**config.mk**
```make
export PLATFORM = sky130hd
export DESIGN_NAME = mccp_decode_alu
export DESIGN_NICKNAME = d
export VERILOG_FILES = /design/src/rtl/mccp_pkg.sv /design/src/rtl/mccp_alu.sv /design/src/rtl/mccp_decode_alu.sv
export SDC_FILE = /design/constraint.sdc
export NUM_CORES = 1
export LEC_CHECK = 0
export CORE_MARGIN = 4
export CORE_UTILIZATION = 30
export CTS_CLUSTER_DIAMETER = 50
export CTS_CLUSTER_SIZE = 12
export DETAILED_ROUTE_END_ITERATION = 6
export PLACE_DENSITY = 0.56
export RECOVER_POWER = 100
export SETUP_SLACK_MARGIN = 0.15
export SLEW_MARGIN = 20
export SYNTH_ARGS = -nofsm -noshare
export SYNTH_HDL_FRONTEND = slang
export SYNTH_SLANG_ARGS = --single-unit
```
**constraint.sdc**
```tcl
create_clock -name clk -period 6.5 [get_ports clk]
set_input_delay 0.65 -clock clk [delete_from_list [all_inputs] [get_ports clk]]
set_output_delay 0.65 -clock clk [all_outputs]
set_load 0.01 [all_outputs]
```
**src/rtl/mccp_pkg.sv**
```systemverilog
// Shared widths, opcode/flag/field codes and the condition evaluator for the
// MCCP decode/ALU front end.
package mccp_pkg;

    localparam int WIDTH       = 32;
    localparam int REGS_CODING = 3;
    localparam int FLAGS       = 4;
    localparam int OPCODE      = 4;
    localparam int MOV_CODE    = 3;
    localparam int CORE_NUM    = 2;
    localparam int INT_NUM     = 3;

    localparam int ZF = 3;
    localparam int OF = 2;
    localparam int SF = 1;
    localparam int CF = 0;

    localparam logic [3:0] OP_ADD = 4'd0;
    localparam logic [3:0] OP_ADC = 4'd1;
    localparam logic [3:0] OP_SUB = 4'd2;
    localparam logic [3:0] OP_SBB = 4'd3;
    localparam logic [3:0] OP_MUL = 4'd4;
    localparam logic [3:0] OP_AND = 4'd5;
    localparam logic [3:0] OP_OR  = 4'd6;
    localparam logic [3:0] OP_XOR = 4'd7;
    localparam logic [3:0] OP_NOT = 4'd8;
    localparam logic [3:0] OP_SHL = 4'd9;
    localparam logic [3:0] OP_SHR = 4'd10;
    localparam logic [3:0] OP_SAR = 4'd11;
    localparam logic [3:0] OP_CMP = 4'd12;
    localparam logic [3:0] OP_TST = 4'd13;
    localparam logic [3:0] OP_INC = 4'd14;
    localparam logic [3:0] OP_DEC = 4'd15;

    localparam logic [1:0] TYPE_ALU = 2'b00;
    localparam logic [1:0] TYPE_MOV = 2'b01;
    localparam logic [1:0] TYPE_MEM = 2'b10;
    localparam logic [1:0] TYPE_SYS = 2'b11;

    localparam logic [2:0] MOV_REG      = 3'b000;
    localparam logic [2:0] MOV_L        = 3'b001;
    localparam logic [2:0] MOV_H        = 3'b010;
    localparam logic [2:0] MOV_F        = 3'b011;
    localparam logic [2:0] MOV_SUB_CORE = 3'b100;
    localparam logic [2:0] MOV_JUMP     = 3'b111;

    localparam logic [2:0] COND_AL  = 3'b000;
    localparam logic [2:0] COND_Z   = 3'b001;
    localparam logic [2:0] COND_NZ  = 3'b010;
    localparam logic [2:0] COND_LT  = 3'b011;
    localparam logic [2:0] COND_GE  = 3'b100;
    localparam logic [2:0] COND_C   = 3'b101;
    localparam logic [2:0] COND_NC  = 3'b110;
    localparam logic [2:0] COND_GT  = 3'b111;

    localparam logic [1:0] SP_MY_STACK_BEGIN = 2'b00;
    localparam logic [1:0] SP_MY_STACK_END   = 2'b01;
    localparam logic [1:0] SP_STACK_BEGIN    = 2'b10;
    localparam logic [1:0] SP_EXC_ADDR       = 2'b11;

    typedef struct packed {
        logic                   alu_en;
        logic                   mem_en;
        logic                   wren;
        logic                   move_en;
        logic                   suffix;
        logic                   interrupt;
        logic                   write_stack_params;
        logic [OPCODE-1:0]      alu_opcode;
        logic [MOV_CODE-1:0]    mov_type;
        logic [WIDTH/2-1:0]     immediate;
        logic [REGS_CODING-1:0] op1;
        logic [REGS_CODING-1:0] op2;
        logic [INT_NUM-1:0]     int_num;
        logic [1:0]             stack_param_coding;
        logic [REGS_CODING-1:0] stack_param_reg;
    } dec_t;

    function automatic logic eval_cond(input logic [2:0] cond, input logic [FLAGS-1:0] f);
        logic res;
        case (cond)
            COND_AL: res = 1'b1;
            COND_Z:  res = f[ZF];
            COND_NZ: res = ~f[ZF];
            COND_LT: res = f[SF] ^ f[OF];
            COND_GE: res = ~(f[SF] ^ f[OF]);
            COND_C:  res = f[CF];
            COND_NC: res = ~f[CF];
            COND_GT: res = ~f[ZF] & ~(f[SF] ^ f[OF]);
            default: res = 1'b0;
        endcase
        return res;
    endfunction

endpackage

```
**src/rtl/mccp_alu.sv**
```systemverilog
// 32-bit MCCP ALU with registered result, flags and destination code.
// Multiplier present only when MCCP_MUL_EN is defined.
module mccp_alu
    import mccp_pkg::*;
(
    input  logic                   clk,
    input  logic                   reset,
    input  logic                   exec_en,
    input  logic [OPCODE-1:0]      opcode,
    input  logic [REGS_CODING-1:0] op1_code,
    input  logic [WIDTH-1:0]       op1_val,
    input  logic [WIDTH-1:0]       op2_val,
    input  logic                   cin,
    output logic [WIDTH-1:0]       alu_result,
    output logic [FLAGS-1:0]       alu_flags,
    output logic [REGS_CODING-1:0] alu_dest
);

    function automatic logic add_ovf(input logic [WIDTH-1:0] a, input logic [WIDTH-1:0] b,
                                     input logic [WIDTH-1:0] r);
        return (a[WIDTH-1] == b[WIDTH-1]) && (r[WIDTH-1] != a[WIDTH-1]);
    endfunction

    function automatic logic sub_ovf(input logic [WIDTH-1:0] a, input logic [WIDTH-1:0] b,
                                     input logic [WIDTH-1:0] r);
        return (a[WIDTH-1] != b[WIDTH-1]) && (r[WIDTH-1] != a[WIDTH-1]);
    endfunction

    logic [WIDTH-1:0] res_s;
    logic [WIDTH-1:0] val_s;
    logic [WIDTH:0]   ext_s;
    logic             cf_s;
    logic             of_s;
    logic             upd_s;
    logic [FLAGS-1:0] flags_s;
    logic [4:0]       amt_s;
`ifdef MCCP_MUL_EN
    logic [2*WIDTH-1:0] prod_s;
`endif

    // Operation select; val_s is the value ZF/SF are derived from.
    always_comb begin
        res_s = op1_val;
        val_s = op1_val;
        ext_s = {(WIDTH+1){1'b0}};
        cf_s  = 1'b0;
        of_s  = 1'b0;
        upd_s = 1'b1;
        amt_s = op2_val[4:0];
`ifdef MCCP_MUL_EN
        prod_s = {(2*WIDTH){1'b0}};
`endif
        case (opcode)
            OP_ADD, OP_ADC: begin
                ext_s = {1'b0, op1_val} + {1'b0, op2_val}
                        + {{WIDTH{1'b0}}, (opcode == OP_ADC) ? cin : 1'b0};
                res_s = ext_s[WIDTH-1:0];
                val_s = res_s;
                cf_s  = ext_s[WIDTH];
                of_s  = add_ovf(op1_val, op2_val, res_s);
            end
            OP_SUB, OP_SBB, OP_CMP: begin
                ext_s = {1'b0, op1_val} - {1'b0, op2_val}
                        - {{WIDTH{1'b0}}, (opcode == OP_SBB) ? cin : 1'b0};
                val_s = ext_s[WIDTH-1:0];
                res_s = (opcode == OP_CMP) ? op1_val : val_s;
                cf_s  = ext_s[WIDTH];
                of_s  = sub_ovf(op1_val, op2_val, val_s);
            end
            OP_INC: begin
                ext_s = {1'b0, op1_val} + 33'd1;
                res_s = ext_s[WIDTH-1:0];
                val_s = res_s;
                cf_s  = ext_s[WIDTH];
                of_s  = add_ovf(op1_val, 32'd1, res_s);
            end
            OP_DEC: begin
                ext_s = {1'b0, op1_val} - 33'd1;
                res_s = ext_s[WIDTH-1:0];
                val_s = res_s;
                cf_s  = ext_s[WIDTH];
                of_s  = sub_ovf(op1_val, 32'd1, res_s);
            end
            OP_MUL: begin
`ifdef MCCP_MUL_EN
                prod_s = {{WIDTH{1'b0}}, op1_val} * {{WIDTH{1'b0}}, op2_val};
                res_s  = prod_s[WIDTH-1:0];
                val_s  = res_s;
                cf_s   = (prod_s[2*WIDTH-1:WIDTH] != {WIDTH{1'b0}});
                of_s   = cf_s;
`else
                res_s  = op1_val;
                upd_s  = 1'b0;
`endif
            end
            OP_AND, OP_TST: begin
                val_s = op1_val & op2_val;
                res_s = (opcode == OP_TST) ? op1_val : val_s;
            end
            OP_OR: begin
                res_s = op1_val | op2_val;
                val_s = res_s;
            end
            OP_XOR: begin
                res_s = op1_val ^ op2_val;
                val_s = res_s;
            end
            OP_NOT: begin
                res_s = ~op1_val;
                val_s = res_s;
            end
            // Widened by one bit so the last shifted-out bit lands in a fixed
            // position; with amount 0 that position is a constant 0.
            OP_SHL: begin
                ext_s = {1'b0, op1_val} << amt_s;
                res_s = ext_s[WIDTH-1:0];
                val_s = res_s;
                cf_s  = ext_s[WIDTH];
            end
            OP_SHR: begin
                ext_s = {op1_val, 1'b0} >> amt_s;
                res_s = ext_s[WIDTH:1];
                val_s = res_s;
                cf_s  = ext_s[0];
            end
            OP_SAR: begin
                ext_s = $signed({op1_val, 1'b0}) >>> amt_s;
                res_s = ext_s[WIDTH:1];
                val_s = res_s;
                cf_s  = ext_s[0];
            end
            default: begin
                res_s = op1_val;
                val_s = op1_val;
            end
        endcase
        flags_s     = {FLAGS{1'b0}};
        flags_s[ZF] = (val_s == {WIDTH{1'b0}});
        flags_s[SF] = val_s[WIDTH-1];
        flags_s[CF] = cf_s;
        flags_s[OF] = of_s;
    end

    // Result/flags/destination registers, loaded on the execute strobe.
    always_ff @(posedge clk) begin
        if (reset) begin
            alu_result <= {WIDTH{1'b0}};
            alu_flags  <= {FLAGS{1'b0}};
            alu_dest   <= {REGS_CODING{1'b0}};
        end else if (exec_en) begin
            alu_result <= res_s;
            alu_dest   <= op1_code;
            if (upd_s) begin
                alu_flags <= flags_s;
            end
        end
    end

endmodule

```
**src/rtl/mccp_decode_alu.sv**
```systemverilog
// MCCP core decode/execute front end: instruction decode plus the ALU.
// Optional build macro MCCP_MUL_EN enables the ALU multiplier.
module mccp_decode_alu
    import mccp_pkg::*;
(
    input  logic                   clk,
    input  logic                   reset,
    input  logic                   dec_en,
    input  logic [WIDTH-1:0]       instruction,
    input  logic                   instr_choose,
    input  logic [FLAGS-1:0]       flags_in,
    input  logic [CORE_NUM-1:0]    core_index,
    input  logic                   alu_exec_en,
    input  logic [WIDTH-1:0]       op1_val,
    input  logic [WIDTH-1:0]       op2_val,
    input  logic                   cin,
    output logic                   alu_en,
    output logic                   mem_en,
    output logic                   wren,
    output logic                   move_en,
    output logic                   suffix,
    output logic                   interrupt,
    output logic                   write_stack_params,
    output logic [OPCODE-1:0]      alu_opcode,
    output logic [MOV_CODE-1:0]    mov_type,
    output logic [WIDTH/2-1:0]     immediate,
    output logic [REGS_CODING-1:0] op1,
    output logic [REGS_CODING-1:0] op2,
    output logic [INT_NUM-1:0]     int_num,
    output logic [1:0]             stack_param_coding,
    output logic [REGS_CODING-1:0] stack_param_reg,
    output logic [WIDTH-1:0]       alu_result,
    output logic [FLAGS-1:0]       alu_flags,
    output logic [REGS_CODING-1:0] alu_dest
);

    dec_t        dec_s;
    dec_t        dec_r;
    logic [14:0] half_s;

    // Decode of the long word or the selected short half (its bit 15 is dropped).
    always_comb begin
        dec_s  = '0;
        half_s = instr_choose ? instruction[14:0] : instruction[30:16];
        if (instruction[WIDTH-1]) begin
            dec_s.suffix = eval_cond(instruction[30:28], flags_in);
            case (instruction[27:26])
                2'b00: begin
                    dec_s.move_en   = 1'b1;
                    dec_s.mov_type  = MOV_L;
                    dec_s.op1       = instruction[21:19];
                    dec_s.immediate = instruction[15:0];
                end
                2'b01: begin
                    dec_s.move_en   = 1'b1;
                    dec_s.mov_type  = MOV_H;
                    dec_s.op1       = instruction[21:19];
                    dec_s.immediate = instruction[15:0];
                end
                default: begin
                    dec_s.move_en = 1'b0;
                end
            endcase
        end else begin
            dec_s.suffix = eval_cond(half_s[14:12], flags_in);
            case (half_s[11:10])
                TYPE_ALU: begin
                    dec_s.alu_en     = 1'b1;
                    dec_s.alu_opcode = half_s[9:6];
                    dec_s.op1        = half_s[5:3];
                    dec_s.op2        = half_s[2:0];
                end
                TYPE_MOV: begin
                    case (half_s[9:7])
                        MOV_REG, MOV_F, MOV_JUMP: begin
                            dec_s.move_en  = 1'b1;
                            dec_s.mov_type = half_s[9:7];
                            dec_s.op1      = half_s[5:3];
                            dec_s.op2      = half_s[2:0];
                        end
                        MOV_SUB_CORE: begin
                            dec_s.move_en   = 1'b1;
                            dec_s.mov_type  = MOV_L;
                            dec_s.op1       = half_s[5:3];
                            dec_s.op2       = half_s[2:0];
                            dec_s.immediate = {{(WIDTH/2-CORE_NUM){1'b0}}, core_index};
                        end
                        default: begin
                            dec_s.move_en = 1'b0;
                        end
                    endcase
                end
                TYPE_MEM: begin
                    dec_s.mem_en = 1'b1;
                    dec_s.wren   = half_s[9];
                    dec_s.op1    = half_s[5:3];
                    dec_s.op2    = half_s[2:0];
                end
                default: begin
                    if (half_s[9]) begin
                        dec_s.write_stack_params = 1'b1;
                        dec_s.stack_param_coding = half_s[8:7];
                        dec_s.stack_param_reg    = half_s[2:0];
                    end else begin
                        dec_s.interrupt = 1'b1;
                        dec_s.int_num   = half_s[8:6];
                    end
                end
            endcase
        end
    end

    // Decoded-field register, loaded on the decode strobe.
    always_ff @(posedge clk) begin
        if (reset) begin
            dec_r <= '0;
        end else if (dec_en) begin
            dec_r <= dec_s;
        end
    end

    assign alu_en             = dec_r.alu_en;
    assign mem_en             = dec_r.mem_en;
    assign wren               = dec_r.wren;
    assign move_en            = dec_r.move_en;
    assign suffix             = dec_r.suffix;
    assign interrupt          = dec_r.interrupt;
    assign write_stack_params = dec_r.write_stack_params;
    assign alu_opcode         = dec_r.alu_opcode;
    assign mov_type           = dec_r.mov_type;
    assign immediate          = dec_r.immediate;
    assign op1                = dec_r.op1;
    assign op2                = dec_r.op2;
    assign int_num            = dec_r.int_num;
    assign stack_param_coding = dec_r.stack_param_coding;
    assign stack_param_reg    = dec_r.stack_param_reg;

    // The ALU sees the registered opcode, so a same-edge decode does not affect it.
    mccp_alu u_alu (
        .clk        (clk),
        .reset      (reset),
        .exec_en    (alu_exec_en),
        .opcode     (dec_r.alu_opcode),
        .op1_code   (dec_r.op1),
        .op1_val    (op1_val),
        .op2_val    (op2_val),
        .cin        (cin),
        .alu_result (alu_result),
        .alu_flags  (alu_flags),
        .alu_dest   (alu_dest)
    );

endmodule

```
# Yosys cells after proc, flatten, opt, wreduce, memory -nomap -nowiden
# Cells that the tools add are included.
word_totals:
  n_memories: 0
  latchBits: 0
  in_bits: 108
  regBits: 83
  rom_bits: 0
  output_inout_bits: 83
  mem_bits_rw: 0
classes:
  bitwise: 11
  mul: 0
  order_cmp: 0
  add_sub_neg: 6
  div: 0
  n_eq_ne: 41
  n_shift: 3
  n_reduce_logical: 20
  mux: 34
ops:
  columns: ["operator", "count"]
  rows:
  - ["case mux 32 bit (12 select lines)", 1]
  - ["case mux 32 bit (11 select lines)", 1]
  - ["2-to-1 mux 32 bit", 2]
  - ["case mux 21 bit (2 select lines)", 1]
  - ["adder 32 x 1 -> 33 bit, second input constant", 1]
  - ["adder 32 x 32 -> 33 bit", 1]
  - ["adder 33 x 1 -> 33 bit", 1]
  - ["<< shifter 32 x 5 -> 33 bit", 1]
  - ["right shift 33 x 5 -> 33 bit", 1]
  - [">>> shifter 33 x 5 -> 33 bit", 1]
  - ["subtractor 32 x 1 -> 33 bit, second input constant", 1]
  - ["subtractor 32 x 32 -> 33 bit", 1]
  - ["subtractor 33 x 1 -> 33 bit", 1]
  - ["bitwise AND 32 bit", 1]
  - ["equality test 4 bit, second input constant", 8]
  - ["zero test 32 bit", 1]
  - ["NOT 32 bit", 1]
  - ["bitwise OR 32 bit", 1]
  - ["XOR 32 bit", 1]
  - ["equality test 3 bit, second input constant", 10]
  - ["2-to-1 mux 22 bit", 1]
  - ["2-to-1 mux 19 bit", 1]
  - ["equality test 4 x 3 -> 1 bit, second input constant", 4]
  - ["case mux 1 bit (8 select lines)", 2]
  - ["32 further kinds", 70]

# Longest topological paths before layout
depth:
  depth_word: 6
  mapped_depth: 23

# Cells and area by module
# Synthesis repeated with hierarchy kept, for this count alone.
unflattened:
  cells_unflattened: 2325
  hier_area_um2: 16774.8
by_module_without_submodules:
  columns: ["module", "n_inst", "area_per_inst_um2", "cells_each", "seq_area_each_um2"]
  rows:
  - ["mccp_alu", 1, 14712.9, 2100, 780.7]
  - ["mccp_decode_alu", 1, 2062.0, 225, 880.8]

# Worst setup path after synthesis
# OpenSTA, ideal clock, no wires.
synth_timing:
  path_type: "input port to flip-flop"
  start: "input port op2_val[0]"
  end: "register u_alu.alu_flags[3]"
  arrival_ns: 5.599
  setup_slack_ns: 0.833
  cell_stages: 20
  path_cell_list: "buf_2 -> inv_1 -> buf_1 -> buf_1 -> buf_1 -> fa_1 -> ha_1 -> nor2_1 -> fa_1 -> nor3b_1 -> o21ai_0 -> o2111a_1 -> or2_2 -> o311ai_0 -> a41oi_1 -> nor4b_2 -> nand4_1 -> o21a_1 -> a2111o_1 -> o21ai_1"
synth_via:
  elab_chain_cells: 4
synth_lines:
  columns: ["item", "line", "text"]
  rows:
  - ["from (decl)", "mccp_decode_alu.sv:15", "input logic [WIDTH-1:0] op2_val,"]
  - ["subtractor 32 x 32 -> 33 bit / adder 32 x 32 -> 33 bit (equally long branches)", "mccp_alu.sv:63, mccp_alu.sv:55", null]
  - ["subtractor 33 x 1 -> 33 bit / adder 33 x 1 -> 33 bit (equally long branches)", "mccp_alu.sv:64, mccp_alu.sv:56", null]
  - ["case mux 32 bit (11 select lines) (*)", "mccp_alu.sv:53", "case (opcode)"]
  - ["zero test 32 bit (*)", "mccp_alu.sv:138", "flags_s[ZF] = (val_s == {WIDTH{1'b0}});"]
  - ["to (signal assigned)", "mccp_alu.sv:148", "alu_flags <= {FLAGS{1'b0}};"]
  - ["to (signal assigned)", "mccp_alu.sv:154", "alu_flags <= flags_s;"]
  - ["to (decl)", "mccp_alu.sv:15", "output logic [FLAGS-1:0] alu_flags,"]
# Mark *: on every way between the ends. The rest lies on a longest branch, timed or not.
# A chain may end at the register's enable or synchronous reset.

# Worst setup path after layout
layout_timing:
  start: "register dec_r, in the netlist alu_opcode[2]"
  end: "register u_alu.alu_flags[3]"
layout_via:
  elab_chain_cells: 5
layout_lines:
  columns: ["item", "line", "text"]
  rows:
  - ["from (decl)", "mccp_decode_alu.sv:38", "dec_t dec_r;"]
  - ["from (signal assigned)", "mccp_decode_alu.sv:118", "dec_r <= dec_s;"]
  - ["equality test 4 x 2 -> 1 bit / equality test 4 x 1 -> 1 bit (equally long branches)", "mccp_alu.sv:53, mccp_alu.sv:64, mccp_alu.sv:56", null]
  - ["2-to-1 mux 1 bit (on tied branches)", "mccp_alu.sv:64, mccp_alu.sv:56", null]
  - ["subtractor 33 x 1 -> 33 bit / adder 33 x 1 -> 33 bit (equally long branches)", "mccp_alu.sv:64, mccp_alu.sv:56", null]
  - ["case mux 32 bit (11 select lines)", "mccp_alu.sv:53", null]
  - ["zero test 32 bit", "mccp_alu.sv:138", null]
# Several ways; a longest one is shown, not always the timed one.

==> impl_metrics.json <==
{
  "outcome": "complete, but fails checks",
  "violations": "design-rule violations, max-capacitance violations, max-slew violations",
  "synth_cells": 2222,
  "finalSetupViolations": 0,
  "dp_cells": 2977,
  "vias": 19900,
  "cts.reportedPaths.clkPinSlew_ns": 0.07,
  "cts.sinks": 83,
  "netlist_area_sq_um": 16400,
  "viasPerCell": 6.64,
  "grt_pass1_vias": 18700,
  "ant_nets": 0,
  "grt_pass1_wl_microns": 132000,
  "grt.total_usage_pct": 29.5,
  "post-route-drc-count": 1,
  "pwr-share-comb_pct": 58.6,
  "maxCapViolations": 4,
  "synth-seq-cells": 83,
  "pwr-share-seq_pct": 21.3,
  "syn2layout_area_growth_pct": 17.3,
  "regMostFlops": "u_alu.alu_result",
  "postCtsHoldBufs": 0,
  "slew_viol_final": 170,
  "cts_tree": "done",
  "gp_congestion": 1.02,
  "pwr_density_cell_nw_per_um2": 136,
  "drt_iter0_markers": 2660,
  "switching_power_mw": 1.21,
  "synth.avg_cell_area_sq_um": 7.36,
  "dr.pass1.iters": 7,
  "clockBufferDepth": 2,
  "numCtsBuffers": 9,
  "htreeDepth": 3,
  "grt_max_degree": 69,
  "multi_input_area_sq_um": 13400,
  "cp-start-kind": "register",
  "postCtsSetupBuffers": 0,
  "p_int_mw": 1.39,
  "stdcell_count": 2993,
  "initial_utilization_pct": 30.3,
  "clk_latency_ns": 0.37,
  "end_kind": "register",
  "synth_top_flop_cell": "dfxtp_1",
  "layout.nets": 2538,
  "fin_crit_ns": 5.91,
  "rsz0062_at_grt": "no",
  "fin_tns_setup_ns": 0,
  "io_buffer_count": 190,
  "netlist-cell-type-count": 92,
  "hpwl_microns": 68800,
  "tightest_slew_ns": 4.07,
  "syn-num-nets": 2468,
  "drt_wl_total_microns": 91200,
  "wl_per_cell_microns": 30.5,
  "gr-total-overflow": 0,
  "cts-root-buf": "clkbuf_16",
  "finalClockSkew_ns": 0.0146,
  "n_fill_cell": 5639,
  "fp.dieArea_sq_um": 58300,
  "chipHeight_microns": 242,
  "arrival_ns": 6.21,
  "p_clk_share_pct": 20.1,
  "ioPinCount": 191,
  "antenna_found_initial": 4,
  "seq_area_sq_um": 1660,
  "synth_edf_count": 0,
  "ctsResizeCount": 0,
  "relSlewSlack_pct": -171,
  "power.leakage_nw": 7.40,
  "ys_warn_count": 0,
  "finalHoldViolations": 0,
  "irDropWorstVdd_mv": 0.204,
  "seq_area_frac_synth_pct": 10.2,
  "post_route_cells_drive_above_1_share_pct": 10.9,
  "async_flop_share_pct": 0,
  "die_w_microns": 242,
  "insertedDiodeCount": 0,
  "max_freq_mhz": 169,
  "criticalPathCategory": "register to register",
  "min_period_over_period_pct": 90.9,
  "worstPathRequired_ns": 6.80,
  "design.core.area_sq_um": 53900,
  "worst_hold_path_type": "register to register",
  "placementRows": 85,
  "netSwitchingFraction_pct": 46.5,
  "largest_reg_flops": 32,
  "cp_max_fo": 31
}
[layout make-up]
type / count / share of cell area, %
well taps: 696 / 4.54
clock buffers: 10 / 1.25
inverters: 117 / 2.29
repair buffers: 271 / 12.9
flip-flops and latches: 83 / 8.66
multi-input cells: 1810 / 70.1
clock inverters: 6 / 0.280
[metrics by stage]
stage	total power, mW	instance area [sq um]	util, %	worst slack [ns]	hold slack (ns)
detailed placement	2.05	18900	35.1	0.816	0.460
floorplan	1.48	16400	-	0.833	0.469
CTS	2.59	19200	35.6	0.998	0.473
global placement	2.04	18900	35.1	0.797	0.457
global route	2.73	19200	35.6	0.336	0.489
finish	2.61	19200	35.6	0.588	0.470
[synthesized netlist by cell type, drive strengths merged (36+ instances only)]
cell type  number  area (sq um)
buf            61           288
a22oi          41           308
nand4          44           275
nand2         212           796
nor2          218           818
nor3           93           470
a211oi         47           353
nand3          50           250
clkbuf        151           568
dfxtp          83          1660
inv           113           424
ha            134          1680
mux4           73          1640
o21ai          96           480
a21oi         131           656
xnor2          52           455
mux2i          53           531
mux2           36           405
[path summary, 6_finish.rpt]
check	from	end	slack [ns]	cells past startpoint
setup / recovery	alu_opcode[2]$_SDFFE_PP0P_	u_alu.alu_flags[3]$_SDFFE_PP0P_	0.59	12
hold / removal	mem_en$_SDFFE_PP0P_	mem_en$_SDFFE_PP0P_	0.47	2
setup reg to reg	alu_opcode[2]$_SDFFE_PP0P_	u_alu.alu_flags[3]$_SDFFE_PP0P_	0.59	12
hold reg to reg	mem_en$_SDFFE_PP0P_	mem_en$_SDFFE_PP0P_	0.47	2
[power groups by stage]
stage	clock [mW]	combinational (mW)	sequential, mW
after global placement	0	1.47	0.567
after CTS	0.547	1.49	0.557
final	0.525	1.53	0.555
after global routing	0.565	1.61	0.559
after detailed placement	0	1.48	0.568
after floorplan	0	0.906	0.578
[per-layer routing]
| layer | part of all wire (%) | global-route usage, % | wire length (microns) | up-vias |
|---|---|---|---|---|
| met5 | 0 | 0 | 0 | - |
| met4 | 4.1 | 10.7 | 3710 | 0 |
| met3 | 12 | 7.29 | 10600 | 213 |
| met2 | 44 | 46.0 | 39800 | 1414 |
| met1 | 41 | 39.6 | 37100 | 9683 |
| li1 | - | - | - | 8576 |
[worst max-delay path: stages (launching register included)]
cell and delay (ns):
dfxtp_1 0.47, clkbuf_1 1.60, or4b_2 0.63, buf_4 0.33, o32ai_1 0.12, a2111oi_0 0.45, o21ai_0 0.19, nor4b_1 0.82
and3_1 0.28, nand4_1 0.16, o21a_1 0.23, a2111o_1 0.38, o21ai_1 0.13
[cell families after synthesis]
| group | after synthesis | share of synthesized area, % |
|---|---|---|
| buffers and inverters | 329 | 7.92 |
| AOI/OAI and AO/OA | 650 | 28.1 |
| muxes | 162 | 15.8 |
| xor gates and xnor gates | 75 | 4.01 |
| DFF | 83 | 10.2 |
| adders and majority gates | 138 | 10.7 |
| and+or+nand+nor | 785 | 23.3 |
[cell usage in the layout, fill, tap and decap left out, drive strengths merged, types with 16 or more instances in the layout]
| cell | Yosys | final |
|---|---|---|
| a2111oi | 16 | 16 |
| a211o | 18 | 18 |
| a211oi | 47 | 47 |
| a21o | 24 | 24 |
| a21oi | 131 | 131 |
| a221oi | 28 | 28 |
| a22oi | 41 | 41 |
| a31oi | 27 | 27 |
| and3 | 18 | 18 |
| buf | 61 | 80 |
| clkbuf | 151 | 17 |
| clkdlybuf4s50 | 0 | 103 |
| dfxtp | 83 | 83 |
| dlygate4sd3 | 0 | 81 |
| ha | 134 | 134 |
| inv | 113 | 117 |
| mux2 | 36 | 36 |
| mux2i | 53 | 53 |
| mux4 | 73 | 73 |
| nand2 | 212 | 212 |
| nand3 | 50 | 50 |
| nand4 | 44 | 44 |
| nor2 | 218 | 218 |
| nor3 | 93 | 93 |
| nor4 | 27 | 27 |
| o211ai | 26 | 26 |
| o21ai | 96 | 96 |
| o221ai | 19 | 19 |
| o22ai | 26 | 26 |
| or3 | 21 | 21 |
| xnor2 | 52 | 52 |
| xor2 | 23 | 23 |
Power figures use the tool's default switching activity.
